==> src/rtl/crt_line_fetch_if.sv <==
// Memory read port between the CRT line fetcher (master) and the memory arbiter/controller (slave).
interface crt_line_fetch_if #(
  parameter int AW = 20,
  parameter int DW = 32
);
  logic          mem_rd_req;
  logic [AW-1:0] mem_addr;
  logic          mem_rd_ack;
  logic [DW-1:0] mem_rdata;

  modport master (output mem_rd_req, mem_addr, input mem_rd_ack, mem_rdata);
  modport slave  (input mem_rd_req, mem_addr, output mem_rd_ack, mem_rdata);
endinterface

==> src/rtl/crt_line_fetch.sv <==
// CRT ping-pong line buffer: fills buffers A/B from memory on arbiter grant and
// drains them alternately to the CRT pixel pipeline; restarts on each CRT line end.
module crt_line_fetch #(
  parameter int DW    = 32,
  parameter int DEPTH = 16,
  parameter int AW    = 20
) (
  input  logic          mem_clk,
  input  logic          hreset_n,
  input  logic          crt_line_end_tgl,
  input  logic [AW-1:0] line_start_addr,
  input  logic          crt_gnt,
  input  logic          crt_pop,
  crt_line_fetch_if.master mem,
  output logic          crt_req,
  output logic          a_empty,
  output logic          b_empty,
  output logic          a_full_done,
  output logic          b_full_done,
  output logic          sync_crt_line_end,
  output logic [DW-1:0] crt_data,
  output logic          crt_data_valid,
  output logic          underrun
);
  localparam int PW = $clog2(DEPTH);
  localparam logic [PW-1:0] LAST = PW'(DEPTH - 1);

  typedef enum logic [1:0] {IDLE, SEL, FILL} fill_state_e;

  fill_state_e   state_q, state_d;
  logic          s1_q, s1_d, s2_q, s2_d, s3_q, s3_d;
  logic          line_end_q, line_end_d;
  logic          gnt_prev_q, gnt_prev_d;
  logic          crt_req_q, crt_req_d;
  logic [1:0]    full_q, full_d;
  logic          fill_active_q, fill_active_d;
  logic          target_q, target_d;      // 0 = buffer A, 1 = buffer B
  logic [PW-1:0] wptr_q, wptr_d;
  logic [PW-1:0] rptr_q, rptr_d;
  logic          rbuf_q, rbuf_d;
  logic [AW-1:0] mem_addr_q, mem_addr_d;
  logic          mem_rd_req_q, mem_rd_req_d;
  logic          a_done_q, a_done_d, b_done_q, b_done_d;
  logic [DW-1:0] crt_data_q, crt_data_d;
  logic          valid_q, valid_d;
  logic          underrun_q, underrun_d;
  logic          wr_en, abort;
  logic [DW-1:0] rd_word;

  logic [DW-1:0] line_mem [2*DEPTH];

  // A buffer being filled is neither empty nor full until its last word lands.
  assign a_empty = ~full_q[0] & ~(fill_active_q & ~target_q);
  assign b_empty = ~full_q[1] & ~(fill_active_q &  target_q);
  assign rd_word = line_mem[{rbuf_q, rptr_q}];

  // NOTE: every variable gets a default at the top of always_comb so no path
  // leaves it unassigned, which would otherwise infer a latch.
  always_comb begin
    state_d       = state_q;
    s1_d          = crt_line_end_tgl;
    s2_d          = s1_q;
    s3_d          = s2_q;
    line_end_d    = s2_q ^ s3_q;
    gnt_prev_d    = crt_gnt;
    crt_req_d     = (a_empty | b_empty) & ~crt_gnt & ~line_end_q;
    full_d        = full_q;
    fill_active_d = fill_active_q;
    target_d      = target_q;
    wptr_d        = wptr_q;
    rptr_d        = rptr_q;
    rbuf_d        = rbuf_q;
    mem_addr_d    = mem_addr_q;
    mem_rd_req_d  = mem_rd_req_q;
    a_done_d      = 1'b0;
    b_done_d      = 1'b0;
    crt_data_d    = crt_data_q;
    valid_d       = 1'b0;
    underrun_d    = 1'b0;
    wr_en         = 1'b0;
    abort         = 1'b0;

    // Drain side: only a completely filled buffer may be popped.
    if (crt_pop) begin
      if (full_q[rbuf_q]) begin
        crt_data_d = rd_word;
        valid_d    = 1'b1;
        rptr_d     = rptr_q + PW'(1);
        if (rptr_q == LAST) begin
          full_d[rbuf_q] = 1'b0;
          rbuf_d         = ~rbuf_q;
        end
      end else begin
        underrun_d = 1'b1;
      end
    end

    unique case (state_q)
      IDLE: begin
        if (crt_gnt && !gnt_prev_q) state_d = SEL;
      end
      SEL: begin
        state_d = IDLE;
        if (crt_gnt && (a_empty || b_empty)) begin
          target_d      = ~a_empty;
          fill_active_d = 1'b1;
          wptr_d        = '0;
          mem_rd_req_d  = 1'b1;
          state_d       = FILL;
        end
      end
      FILL: begin
        if (mem.mem_rd_ack && wptr_q == LAST) begin
          // The last word completes the fill even if the grant drops with it.
          wr_en            = 1'b1;
          wptr_d           = '0;
          mem_addr_d       = mem_addr_q + AW'(1);
          full_d[target_q] = 1'b1;
          a_done_d         = ~target_q;
          b_done_d         = target_q;
          fill_active_d    = 1'b0;
          mem_rd_req_d     = 1'b0;
          state_d          = IDLE;
        end else if (!crt_gnt) begin
          abort = 1'b1;
        end else if (mem.mem_rd_ack) begin
          wr_en      = 1'b1;
          wptr_d     = wptr_q + PW'(1);
          mem_addr_d = mem_addr_q + AW'(1);
        end
      end
      default: state_d = IDLE;
    endcase

    // Partial fills are discarded; mem_addr keeps advancing from where it stopped.
    if (abort) begin
      state_d       = IDLE;
      fill_active_d = 1'b0;
      wptr_d        = '0;
      mem_rd_req_d  = 1'b0;
    end

    if (line_end_q) begin
      state_d       = IDLE;
      full_d        = '0;
      fill_active_d = 1'b0;
      wptr_d        = '0;
      rptr_d        = '0;
      rbuf_d        = 1'b0;
      mem_addr_d    = line_start_addr;
      mem_rd_req_d  = 1'b0;
      a_done_d      = 1'b0;
      b_done_d      = 1'b0;
      crt_data_d    = crt_data_q;
      valid_d       = 1'b0;
      underrun_d    = 1'b0;
      wr_en         = 1'b0;
    end
  end

  // NOTE: sequential state uses non-blocking assignments so every flop samples
  // the pre-edge values regardless of statement order.
  always_ff @(posedge mem_clk or negedge hreset_n) begin
    if (!hreset_n) begin
      state_q       <= IDLE;
      s1_q          <= 1'b0;
      s2_q          <= 1'b0;
      s3_q          <= 1'b0;
      line_end_q    <= 1'b0;
      gnt_prev_q    <= 1'b0;
      crt_req_q     <= 1'b0;
      full_q        <= '0;
      fill_active_q <= 1'b0;
      target_q      <= 1'b0;
      wptr_q        <= '0;
      rptr_q        <= '0;
      rbuf_q        <= 1'b0;
      mem_addr_q    <= '0;
      mem_rd_req_q  <= 1'b0;
      a_done_q      <= 1'b0;
      b_done_q      <= 1'b0;
      crt_data_q    <= '0;
      valid_q       <= 1'b0;
      underrun_q    <= 1'b0;
    end else begin
      state_q       <= state_d;
      s1_q          <= s1_d;
      s2_q          <= s2_d;
      s3_q          <= s3_d;
      line_end_q    <= line_end_d;
      gnt_prev_q    <= gnt_prev_d;
      crt_req_q     <= crt_req_d;
      full_q        <= full_d;
      fill_active_q <= fill_active_d;
      target_q      <= target_d;
      wptr_q        <= wptr_d;
      rptr_q        <= rptr_d;
      rbuf_q        <= rbuf_d;
      mem_addr_q    <= mem_addr_d;
      mem_rd_req_q  <= mem_rd_req_d;
      a_done_q      <= a_done_d;
      b_done_q      <= b_done_d;
      crt_data_q    <= crt_data_d;
      valid_q       <= valid_d;
      underrun_q    <= underrun_d;
    end
  end

  // NOTE: buffer storage has no reset; the full flags guard every read, so
  // stale contents are never observed.
  always_ff @(posedge mem_clk) begin
    if (wr_en) line_mem[{target_q, wptr_q}] <= mem.mem_rdata;
  end

  assign crt_req           = crt_req_q;
  assign a_full_done       = a_done_q;
  assign b_full_done       = b_done_q;
  assign sync_crt_line_end = line_end_q;
  assign mem.mem_rd_req    = mem_rd_req_q;
  assign mem.mem_addr      = mem_addr_q;
  assign crt_data          = crt_data_q;
  assign crt_data_valid    = valid_q;
  assign underrun          = underrun_q;
endmodule

==> src/flat_wrapper.sv <==
// flat-port wrapper written by rule: the top's interface ports become plain ports
module crt_line_fetch_flat 
#(
  parameter int DW    = 32,
  parameter int DEPTH = 16,
  parameter int AW    = 20
)
  (mem_clk, hreset_n, crt_line_end_tgl, line_start_addr, crt_gnt, crt_pop, crt_req, a_empty, b_empty, a_full_done, b_full_done, sync_crt_line_end, crt_data, crt_data_valid, underrun, mem_mem_rd_req, mem_mem_addr, mem_mem_rd_ack, mem_mem_rdata);
  crt_line_fetch_if #(.AW(AW), .DW(DW)) mem_i ();
  input  logic mem_clk;
  input  logic hreset_n;
  input  logic crt_line_end_tgl;
  input  logic [AW-1:0] line_start_addr;
  input  logic crt_gnt;
  input  logic crt_pop;
  output logic crt_req;
  output logic a_empty;
  output logic b_empty;
  output logic a_full_done;
  output logic b_full_done;
  output logic sync_crt_line_end;
  output logic [DW-1:0] crt_data;
  output logic crt_data_valid;
  output logic underrun;
  output wire logic [$bits(mem_i.mem_rd_req)-1:0] mem_mem_rd_req;
  output wire logic [$bits(mem_i.mem_addr)-1:0] mem_mem_addr;
  input wire logic [$bits(mem_i.mem_rd_ack)-1:0] mem_mem_rd_ack;
  input wire logic [$bits(mem_i.mem_rdata)-1:0] mem_mem_rdata;
  assign mem_mem_rd_req = mem_i.mem_rd_req;
  assign mem_mem_addr = mem_i.mem_addr;
  assign mem_i.mem_rd_ack = mem_mem_rd_ack;
  assign mem_i.mem_rdata = mem_mem_rdata;
  crt_line_fetch #(.DW(DW), .DEPTH(DEPTH), .AW(AW)) u_core (.mem_clk(mem_clk), .hreset_n(hreset_n), .crt_line_end_tgl(crt_line_end_tgl), .line_start_addr(line_start_addr), .crt_gnt(crt_gnt), .crt_pop(crt_pop), .mem(mem_i), .crt_req(crt_req), .a_empty(a_empty), .b_empty(b_empty), .a_full_done(a_full_done), .b_full_done(b_full_done), .sync_crt_line_end(sync_crt_line_end), .crt_data(crt_data), .crt_data_valid(crt_data_valid), .underrun(underrun));
endmodule
==> config.mk <==
export PLATFORM = sky130hd
export DESIGN_NAME = crt_line_fetch_flat
export DESIGN_NICKNAME = d
export VERILOG_FILES = /design/src/rtl/crt_line_fetch_if.sv /design/src/rtl/crt_line_fetch.sv /design/src/flat_wrapper.sv
export SDC_FILE = /design/constraint.sdc
export NUM_CORES = 1
export LEC_CHECK = 0
export CORE_ASPECT_RATIO = 1.5
export CORE_MARGIN = 3
export CORE_UTILIZATION = 61
export CTS_CLUSTER_DIAMETER = 30
export DETAILED_ROUTE_END_ITERATION = 8
export PLACE_DENSITY = 0.91
export SLEW_MARGIN = 20
export SYNTH_ARGS = -nofsm -noshare
export SYNTH_HDL_FRONTEND = slang
export SYNTH_SLANG_ARGS = --single-unit
==> constraint.sdc <==
create_clock -name mem_clk -period 4.55 [get_ports mem_clk]
set_clock_uncertainty 0.15 [all_clocks]
set_input_delay 0.91 -clock mem_clk [delete_from_list [all_inputs] [get_ports mem_clk]]
set_output_delay 0.91 -clock mem_clk [all_outputs]
set_load 0.01 [all_outputs]
# ---- Word-level counts from Yosys, hierarchy flattened
# Memories as Yosys holds them, arrays and structs flattened. A register that Yosys moved wholly into a read port is not among the register bits.
# Cells that the tools add are included.
dict set report word_totals {
  elab_cells 143
  reg_bits 45
  input_bits 58
  mem_bits_rw 1024
  mem_count 1
  out_inout_bits 61
}
dict set report op_classes {
  bitwise 20
  reduce_logical 24
  magnitude_cmp 4
  addsub 3
  eq_ne 9
  mux 64
}
# name depth width rd rd_ports_with_merged_regs write_ports line
set mem_list {}
lappend mem_list {u_core.line_mem 32 32 1 1 1 crt_line_fetch.sv:50} ;# logic [DW-1:0] line_mem [2*DEPTH];
# op n
set op_table {}
lappend op_table {{$mux 20} 5}
lappend op_table {{$mux 4} 9}
lappend op_table {{$mux 1} 34}
lappend op_table {{$mux 2} 11}
lappend op_table {{$add 20x1->20 const B} 1}
lappend op_table {{$ne 4x1->1 const B} 3}
lappend op_table {{$reduce_and 3->1} 4}
lappend op_table {{$ne 5x2->1 const B} 2}
lappend op_table {{$not 1->1} 9}
lappend op_table {{$add 4x1->4 const B} 2}
lappend op_table {{$eq 4x4->1 const B} 2}
lappend op_table {{$pmux 4 s2} 1}
lappend op_table {{$reduce_bool 2->1} 4}
lappend op_table {{$and 1x1->1} 6}
lappend op_table {{$pmux 2 s3} 1}
lappend op_table {{$reduce_and 2->1} 3}
lappend op_table {{$reduce_bool 3->1} 2}
lappend op_table {{$logic_and 1x1->1} 5}
lappend op_table {{$lt 1x2->1 const B} 2}
lappend op_table {{$reduce_and 4->1} 1}
lappend op_table {{$reduce_bool 4->1} 1}
lappend op_table {{$and 2x2->2} 1}
lappend op_table {{$demux 1 s1} 2}
lappend op_table {{$eq 2x1->1 const B} 1}
lappend op_table {{10 further kinds} 12}

# ---- Depth between registers and ports, before layout
dict set report depth {
  word_depth 13
  depth_mapped 10
  mapped_depth_nobuf 6
}

# ---- Worst setup path before layout
# Ideal clock, no wire load.
dict set report synth_timing {
  path_type {input-to-reg}
  start {input mem_mem_rd_ack}
  end {memory u_core.line_mem[28][0], enable pin}
  arrival_ps 2973
  t_required_ps 3979
  stages 5
  n_path_buf 0
  setup_slack_ps 1006
  setup_ps 421
  path_cell_list {a41o_1 nand3_1 nor2_1 nand2_1 nor2_1}
}
dict set report synth_between {
  elab_chain_len 7
  elab_cells_between_ends 8
  cone_classes {7 x mux; 1 x reduce/logical}
}
# element line
set synth_lines {}
lappend synth_lines {{start: declaration} flat_wrapper.sv:27} ;# input wire logic [$bits(mem_i.mem_rd_ack)-1:0] mem_mem_rd_ack;
lappend synth_lines {{$mux 1} crt_line_fetch.sv:126} ;# end else if (mem.mem_rd_ack) begin
lappend synth_lines {{$mux 1} crt_line_fetch.sv:124} ;# end else if (!crt_gnt) begin
lappend synth_lines {{$mux 1 (*)} crt_line_fetch.sv:113} ;# if (mem.mem_rd_ack && wptr_q == LAST) begin
lappend synth_lines {{$mux 1 (*)} crt_line_fetch.sv:98} ;# unique case (state_q)
lappend synth_lines {{$mux 1 (*)} crt_line_fetch.sv:143} ;# if (line_end_q) begin
lappend synth_lines {{$mux 1 (*)} crt_line_fetch.sv:212} ;# if (wr_en) line_mem[{target_q, wptr_q}] <= mem.mem_rdata;
lappend synth_lines {{$mux 1 (implied by the code) (*)} crt_line_fetch.sv:212}
lappend synth_lines {{end: declaration} crt_line_fetch.sv:50}
# Mark *: on every way between the ends. The rest lies on a longest branch, timed or not.

==> Flow_metrics.wiki <==
{| class="wikitable"
! Metric !! Value
|-
| Result of the run || completed
|-
| Initial Utilization || 61.6%
|-
| # clock sinks || 1,101
|-
| Top-area cell type share of the netlist area || 72.2%
|-
| PwrDens || between 400 and 500 nW/um^2
|-
| EDFF count, synth || 1,024
|-
| Endpoint required time on the critical path || 5.01 ns
|-
| Synthesized area per cell || 19.5 sq um
|-
| Die Wd || 222 um
|-
| Number of antenna violations at the first check in global routing || 4
|-
| Proportion of synthesized chip area in sequential cells || between 70 and 80%
|-
| Total core area || 69,100 sq um
|-
| Type of the worst setup path || reg2reg
|-
| Max-slew violation count || 0
|-
| Slew headroom || 22.4%
|-
| Area added between synthesis and finish || 17.0%
|-
| Routed WL || 129,000 um
|-
| Number of standard-cell rows in the floorplan || 118
|-
| Worst Max-Slew Pin Slew || 1.16 ns
|-
| First-iteration detailed-routing DRC count || roughly 4,200
|-
| Maxcap violations || 0
|-
| Setup TNS || 0 ns
|-
| Final Hold Fails || 0
|-
| Crit. End Element || flop
|-
| Path class of the lowest-slack min-delay path || in2async
|-
| R2R cell count || 7
|-
| Register bit total from synthesis || 1,101
|-
| Count of boundary I/O pins || about 120
|-
| CTS H-Tree Depth || 3
|-
| Static leakage || 15.7 nW
|-
| Number of vias per cell after detailed routing || 7.32
|-
| Hold_ws || 0.0708 ns
|-
| Async set-reset flop share out of synthesis || around 7.0%
|-
| Total track usage || 35.4%
|-
| End of the worst register-to-register path || u_core.crt_data[10]
|-
| Post-synthesis cell area || 42,600 sq um
|-
| Worst path cell trace || buf_4 -> nand2b_1 -> buf_4 -> nor2_1 -> nor3_1 -> nor3_1 -> a211o_1
|-
| Startpoint of the worst-slack reg-to-reg timing path || u_core.rptr_q[1]
|-
| Die area || 73,100 sq um
|-
| CP max FO || 38
|-
| Post-synthesis instance total || 2,186
|-
| Net count of the mapped netlist || 2,250
|-
| Data arrival time of the worst path || around 4.4 ns
|-
| Crit-path leading delay family || simple AND/OR/NAND/NOR gates
|-
| Largest vdd supply drop || 0.000397 V
|-
| Number of DRC violations after detailed routing || 0
|-
| Final cycle utilization of the critical path || 85.9%
|-
| Clock transition at the register clock pins on the worst setup and hold paths after CTS || 0.07 ns
|-
| Wire length of the first global-routing pass || 184,000 um
|-
| Number of hold-repair buffers added at the cts stage || 0
|-
| Number of warning messages in the yosys log || 0
|-
| Most used flip-flop cell after synthesis || sky130_fd_sc_hd__edfxtp_1
|-
| Detailed-router iteration count before antenna repair || 6
|-
| Clock Tree Buf Depth || 3
|-
| Crit path buf inv count || 2
|-
| Slack of the worst reg-to-reg path || 0.64 ns
|-
| Worst-Skew Late Latency || 0.73 ns
|-
| Flip-flop and latch area || approximately 33,000 sq um
|-
| Filler Cell Count || ~3,500
|-
| Element type at the critical path start || flop
|-
| Wire length per cell || ~38 um
|-
| CTS Root Buffer Type || sky130_fd_sc_hd__clkbuf_16
|-
| Via count || 25,000
|-
| # resized after CTS || 0
|-
| Ratio of cells with drive above 1 in the final layout || between 20% and 30%
|-
| Last element of the critical path || u_core.crt_data[10]
|-
| Critical path depth || 7
|-
| Overall overflow remaining after global route || 0
|-
| Post-DRT Antenna Nets || 0
|-
| FMAX || 256 MHz
|-
| Num CTS Buffers || ~120
|-
| GP Congestion || 0.927
|-
| Number of distinct library cells after synthesis || 52
|-
| Master of the slowest instance on the critical path || sky130_fd_sc_hd__nor3_1
|-
| Number of endpoints failing setup at the final stage || 0
|-
| Worst stage delay on the critical path || approximately 0.94 ns
|-
| Height of the chip || 330 um
|-
| Top cells by area, synth || sky130_fd_sc_hd__edfxtp_1 72%, sky130_fd_sc_hd__mux4_2 8.5%, sky130_fd_sc_hd__mux2i_1 4.6%
|-
| Port buffer count || 118
|-
| Utilization after layout || 72.1%
|-
| TritonCTS clock tree || done
|-
| Crit. Startpoint || u_core.rptr_q[1]
|-
| RSZ-0062 raised after global routing || no
|-
| Time the final worst path needs with I/O delays and setup || 3.91 ns
|-
| HPWL after DPL || 68,900 um
|-
| Largest net degree at the start of global routing || 109
|-
| Number of nets in the layout || approximately 2,500
|-
| Post-CTS setup buffers || 0
|-
| Multi-input combinational cell area || 9510 sq um
|-
| Largest area contributor in the synthesized netlist || sky130_fd_sc_hd__edfxtp_1
|-
| Via count of the first global-routing pass || roughly 25,000
|}
per-stage QoR:
stage,setup slack (ns),instances,total power [mW],instance area (sq um)
final,0.642,3418,22.0,49800
after global placement,0.917,3193,11.8,45600
after floorplan,1.01,2186,11.4,42600
after global routing,0.674,3417,22.4,49800
after CTS,0.977,3415,21.9,49800
after detailed placement,0.881,3193,11.8,45600
Yosys cell counts (all sizes together) (3+ instances only):
cell / number
a22o: 4
dfrtp: 77
nor3: 62
a21oi: 3
nand4: 9
mux4: 160
nand2b: 5
nand3b: 5
ha: 6
nor4: 6
nor2b: 38
mux2i: 194
xnor2: 8
o22ai: 64
edfxtp: 1024
o21ai: 56
clkbuf: 56
nand2: 39
nor2: 110
o211ai: 33
xor2: 14
a22oi: 29
inv: 7
o31ai: 5
a211o: 29
nand3: 18
buf: 67
a211oi: 33
mux2: 4
sequential cells by signal, indices dropped and copies added (netlist names):
name and flops:
u_core.line_mem 1024, u_core.state_q 2, u_core.fill_active_q 1, u_core.b_full_done 1, u_core.s3_q 1, u_core.rbuf_q 1, u_core.sync_crt_line_end 1, u_core.gnt_prev_q 1
u_core.crt_req 1, u_core.underrun 1, u_core.crt_data 32, u_core.full_q 2, u_core.crt_data_valid 1, u_core.s1_q 1, u_core.rptr_q 4, u_core.wptr_q 4
u_core.s2_q 1, u_core.target_q 1, u_core.mem.mem_addr 20, u_core.a_full_done 1
kinds of logic (layout without fill, tap and decap cells):
group	Yosys count	after routing	share of synthesized area, %
multiplexers	358	358	13.1
other	0	2	0
flip-flops	1101	1101	76.7
AO/OA/AOI/OAI	264	264	4.50
buffers and inverters	130	460	1.59
AND/OR/NAND/NOR	305	305	3.45
XOR/XNOR	22	22	0.452
adder cells (fa/ha/maj)	6	6	0.176
cell type report:
type | count | area share (%)
tap | 900 | 2.26
timing repair buffer | 231 | 4.50
inverter | 7 | 0.0527
clock inverter | 91 | 2.40
antenna | 2 | 0.0100
multi-input combinational | 955 | 19.1
clock buffer | 131 | 6.10
sequential | 1101 | 65.6
cells in the final DEF, fill, tap and decap left out, drive strengths merged, types with 3 or more instances in the layout:
master         synthesis  routed
o21ai                 56      56
clkinvlp               0       9
nand4                  9       9
nor4                   6       6
buf                   67     115
nand2                 39      39
nor2b                 38      38
o31ai                  5       5
clkbuf                56     131
a22oi                 29      29
a22o                   4       4
nor2                 110     110
clkinv                 0      40
ha                     6       6
a21oi                  3       3
a211o                 29      29
bufinv                 0      16
dfrtp                 77      77
clkdlybuf4s50          0     116
xor2                  14      14
mux4                 160     160
mux2i                194     194
mux2                   4       4
nand2b                 5       5
nand3b                 5       5
nor3                  62      62
o22ai                 64      64
a211oi                33      33
xnor2                  8       8
nand3                 18      18
edfxtp              1024    1024
inv                    7      33
o211ai                33      33
report_power, final:
part,total [mW],leakage [nW],switching [mW],internal [mW]
Sequential,11.1,10.2,0.0554,11.1
Combinational,0.487,3.47,0.333,0.154
Clock,10.3,2.05,4.44,5.89
Total,22.0,15.7,4.83,17.1
worst min path at each step:
stage	slack [ns]	start	to	cells after the start
2_1_floorplan	0.18	u_core.s1_q	u_core.s2_q	0
6_report	0.07	hreset_n	u_core.mem.mem_addr[18]	1
5_1_grt	0.12	hreset_n	u_core.wptr_q[2]	1
3_3_place_gp	0.19	u_core.s1_q	u_core.s2_q	0
4_1_cts	0.07	hreset_n	u_core.mem.mem_addr[17]	1
3_5_place_dp	0.21	u_core.s1_q	u_core.s2_q	0
metal layers:
layer  up-vias  track usage, %  share of wire [%]  wire length (um)
li1       9364               -                  -                 -
met1     12300            41.3                 29             37500
met2      2735            58.0                 49             62400
met3       677            7.64                 12             15000
met4         4            27.3                 11             13700
met5         -               0              0.019                24
No activity file was read; power rests on OpenSTA's default activity.
